<file path="config.mk">
export PLATFORM = sky130hd
export DESIGN_NAME = axis_block_averager
export DESIGN_NICKNAME = d
export VERILOG_FILES = /design/src/rtl/axis_block_averager.sv
export SDC_FILE = /design/constraint.sdc
export NUM_CORES = 1
export LEC_CHECK = 0
export CORE_ASPECT_RATIO = 1.1
export CORE_MARGIN = 5
export CORE_UTILIZATION = 40
export DETAILED_ROUTE_END_ITERATION = 16
export PLACE_DENSITY = 0.7
export SYNTH_ARGS = -nofsm -noshare
export SYNTH_HDL_FRONTEND = slang
export SYNTH_SLANG_ARGS = --single-unit
</file>
<file path="constraint.sdc">
create_clock -name aclk -period 5.9 [get_ports aclk]
set_input_delay 1.18 -clock aclk [delete_from_list [all_inputs] [get_ports aclk]]
set_output_delay 1.18 -clock aclk [all_outputs]
set_load 0.05 [all_outputs]
</file>
<file path="src/rtl/axis_block_averager.sv">
// rtl/axis_block_averager.sv - streaming block averager over 2^L signed samples
module axis_block_averager #(
  parameter int AXIS_TDATA_WIDTH = 16,
  parameter int MAX_LOG2_N       = 8
) (
  input  logic                        aclk,
  input  logic                        aresetn,
  input  logic [3:0]                  log2_n,
  input  logic                        S_AXIS_tvalid,
  input  logic [AXIS_TDATA_WIDTH-1:0] S_AXIS_tdata,
  output logic                        S_AXIS_tready,
  input  logic                        M_AXIS_tready,
  output logic                        M_AXIS_tvalid,
  output logic [AXIS_TDATA_WIDTH-1:0] M_AXIS_tdata,
  output logic [7:0]                  block_count
);

  localparam int         ACC_W = AXIS_TDATA_WIDTH + MAX_LOG2_N;
  localparam int         CNT_W = MAX_LOG2_N + 1;
  localparam logic [3:0] MAX_L = 4'(MAX_LOG2_N);

  typedef enum logic {
    EMPTY = 1'b0,
    FULL  = 1'b1
  } out_state_t;

  out_state_t state, state_nxt;

  logic signed [ACC_W-1:0] acc;
  logic signed [ACC_W-1:0] sum;
  logic signed [ACC_W-1:0] avg;
  logic [CNT_W-1:0]        cnt;
  logic [CNT_W-1:0]        last_idx;
  logic [3:0]              l_reg;
  logic [3:0]              l_req;
  logic [3:0]              l_eff;
  logic                    in_hs;
  logic                    out_hs;
  logic                    close;

  // The first sample of a block uses the live request; later samples use the latched length.
  assign l_req    = (log2_n > MAX_L) ? MAX_L : log2_n;
  assign l_eff    = (cnt == '0) ? l_req : l_reg;
  assign last_idx = (CNT_W'(1) << l_eff) - CNT_W'(1);

  assign M_AXIS_tvalid = (state == FULL);
  assign S_AXIS_tready = ~M_AXIS_tvalid | M_AXIS_tready;
  assign in_hs         = S_AXIS_tvalid & S_AXIS_tready;
  assign out_hs        = M_AXIS_tvalid & M_AXIS_tready;
  assign close         = in_hs & (cnt == last_idx);

  // Closing sum includes the sample on the current handshake; shift gives floor division.
  assign sum = acc + {{MAX_LOG2_N{S_AXIS_tdata[AXIS_TDATA_WIDTH-1]}}, S_AXIS_tdata};
  assign avg = sum >>> l_eff;

  assign block_count = 8'(cnt);

  // Output register occupancy state.
  always_ff @(posedge aclk or negedge aresetn) begin
    if (!aresetn) begin
      state <= EMPTY;
    end else begin
      state <= state_nxt;
    end
  end

  // A closing block refills the output even while the old value drains.
  always_comb begin
    state_nxt = state;
    if (close) begin
      state_nxt = FULL;
    end else if (out_hs) begin
      state_nxt = EMPTY;
    end
  end

  // Accumulator, sample counter, latched length and output data.
  always_ff @(posedge aclk or negedge aresetn) begin
    if (!aresetn) begin
      acc          <= '0;
      cnt          <= '0;
      l_reg        <= '0;
      M_AXIS_tdata <= '0;
    end else if (in_hs) begin
      if (cnt == '0) begin
        l_reg <= l_req;
      end
      if (close) begin
        acc          <= '0;
        cnt          <= '0;
        M_AXIS_tdata <= avg[AXIS_TDATA_WIDTH-1:0];
      end else begin
        acc <= sum;
        cnt <= cnt + CNT_W'(1);
      end
    end
  end

endmodule

</file>
==> impl_results.md <==
* Outcome: finished, final reports clean
* Vias in the first global route at 5163
* Ant diodes at 0
* Setup crit start: log2_n[3]
* Fin crit share at 88.1%
* Core box area at 0.0131 mm2
* Most frequent cell after synthesis: nand2_1
* Yosys reg bits at 54
* Startpoint Class: input port
* Vias per cell at 6.27
* Die area at 0.0157 mm2
* Row cnt at 44
* Crit-path max FO at 16
* Arr. time, crit path at 5.37 ns
* Worst Hold Class: reg -> reg
* Starting Density at 40.5%
* CTS H-tree lvls at 2
* Reg2reg start: cnt[0]
* Slew Limit Headroom at 36.3%
* CTS tree: built
* Worst Setup EP: M_AXIS_tdata[4]
* I/O Buffers at 49
* Tmin final at 5.20 ns
* Fin. Hold Viols at 0
* Clock root buffer: clkbuf_16
* Area contributors post-synth: dfrtp_1 (25%), nand2_1 (6.7%), ha_1 (6.1%), nor2_1 (4.6%), o21ai_0 (4.5%)
* Number of flip-flops in the largest register at 24
* Slew Limit Fails at 0
* Worst setup path class: in -> reg
* R2R Setup Slk at 0.96 ns
* Post-synth EDFFs at 0
* Maxcap violations at 0
* Insertion delay of the later-clocked pin in the worst-skew pair at 0.31 ns
* Post-route ant nets at 0
* Final setup viols at 0
* CTS Hold Bufs at 0
* Die Span Y at 131 um
* Tightest Pin Transition at 0.949 ns
* Dominant synthesized flop cell: dfrtp_1
* Fmax achieved at 192 MHz
* Clock Tree Buf Depth at 2
* Depth of the worst register-to-register path at 18
* Die width at 120 um
* Syn_nets at 735
* P&R area growth vs syn at 13.0%
* DR iter-0 viols at 506
* Gr ovfl total at 0
* Post-synth top area share at 25.5%
* Worst setup EP type: register
* GRT Resource Usage Total at 20.4%
* # IOs at 50
* Vias at 5384
* Seq/Total Area, Yosys at 25.5%
* Sink Count at 54
* Nets@finish at 748
* Post-Synthesis Cells at 684
* Yosys top cell by area: dfrtp_1
* Worst Path Required at 6.07 ns
* Cell Area, Synth at 0.00530 mm2
* DRC viols at 0
* Biggest registers after layout: acc: 24 flops, M_AXIS_tdata: 16 flops, cnt: 9 flops
* Post-CTS setup buffers at 0
* Post-DP HPWL at 12100 um
* Worst r2r dst: M_AXIS_tdata[4]
* Cts bufs inserted at 5
* Initial antenna violation count at 0
* RSZ-0062 raised after global routing: false
* Largest net degree at the start of global routing at 55
* Setup_tns at 0 ns
* DR pass1 iterations at 5
* Synthesized area per cell at 7.75 um2
* Average wire per standard cell at 18.7 um
* Worst-path clk slew at 0.08 ns
* Share of cells above drive strength 1 at 5.73%
* Final Wtd Congestion at 0.918
* FFs w/ async S/R, synth at 100%
* First-pass GRT wire length at 26000 um
* Yosys cell types at 68
* Clk_skew at 0.00893 ns
* WL final at 16100 um
* Post-CTS Resized at 0
* Most flop-heavy register: acc
* Synth cell count leaders: nand2_1 (94), nor2_1 (65), dfrtp_1 (54)
* Synth warn at 0
-- logic make-up (layout without fill, tap and decap cells) --
group	count (synthesis)	count (layout)	synth area share, %
buffers and inverters	69	83	6.09
multiplexers	25	25	5.33
AND/OR/NAND/NOR	248	248	21.7
flip-flops	54	54	25.5
XOR/XNOR	26	26	4.29
adder cells (fa/ha/maj)	27	27	6.51
AO/OA/AOI/OAI	235	235	30.6
-- layout by cell type, fill, tap and decap left out, types with 6 or more instances in the layout --
master and instances:
a211oi_1 14, a21o_1 10, a21oi_1 40, a31oi_1 12, and2_1 8, buf_4 14
clkdlybuf4s50_1 48, dfrtp_1 54, ha_1 26, inv_1 12, mux2_2 6, mux2i_1 17
nand2_1 94, nand2b_1 8, nand3_1 13, nand4_1 7, nor2_1 64, nor3_1 15
o211ai_1 17, o21a_1 7, o21ai_0 48, o31ai_1 22, xnor2_1 12, xor2_1 14
-- cell type report --
class	instances	area, um2
clock buffer	6	129
clock inverter	2	37.5
fill	1287	7110
inverter	12	45.0
multi-input combinational	561	3640
sequential	54	1350
tap	161	201
timing repair buffer	63	591
-- stage by stage --
stage / utilization (%) / hold WS (ns) / instances / instance area, um2 / setup slack [ns]
3_3_place_gp: 44.5 / 0.467 / 851 / 5830 / 0.595
5_1_grt: 45.8 / 0.515 / 859 / 5990 / 0.261
3_5_place_dp: 44.5 / 0.474 / 851 / 5830 / 0.502
6_report: 45.8 / 0.487 / 859 / 5990 / 0.702
4_1_cts: 45.8 / 0.489 / 859 / 5990 / 0.812
2_1_floorplan: - / 0.453 / 684 / 5300 / 1.40
-- worst max-delay path: stages --
cell and delay, ns:
clkdlybuf4s50_1 0.56, nor2b_1 0.35, a21o_1 0.46, nor2_1 0.20
nand2_1 0.12, ha_1 0.37, nand2_1 0.09, nor4_1 0.19
a211oi_1 0.09, o32ai_1 0.37, xnor2_1 0.19, nand4_1 0.21
or2_1 0.46, a2111oi_0 0.45, a211oi_1 0.10
-- worst min-delay path by stage --
stage | start | endpoint | slack, ns | cells past startpoint
after detailed placement | acc[5] | acc[5] | 0.47 | 2
after CTS | acc[5] | acc[5] | 0.49 | 2
after global routing | acc[8] | acc[8] | 0.52 | 2
after floorplan | acc[10] | acc[10] | 0.45 | 2
after global placement | acc[4] | acc[4] | 0.47 | 2
final | M_AXIS_tdata[10] | M_AXIS_tdata[10] | 0.49 | 2
-- routing by layer --
metal  vias up  wire, um  track usage [%]
met1      2567      6910             25.2
li1       2588         -                -
met4         0       576             9.84
met3        47       663             3.23
met5         -         0                0
met2       182      7930             35.2
Power is left out: the tool's default activity adds up to more than one toggle a clock period on the data nets, which glitch-free logic cannot reach.
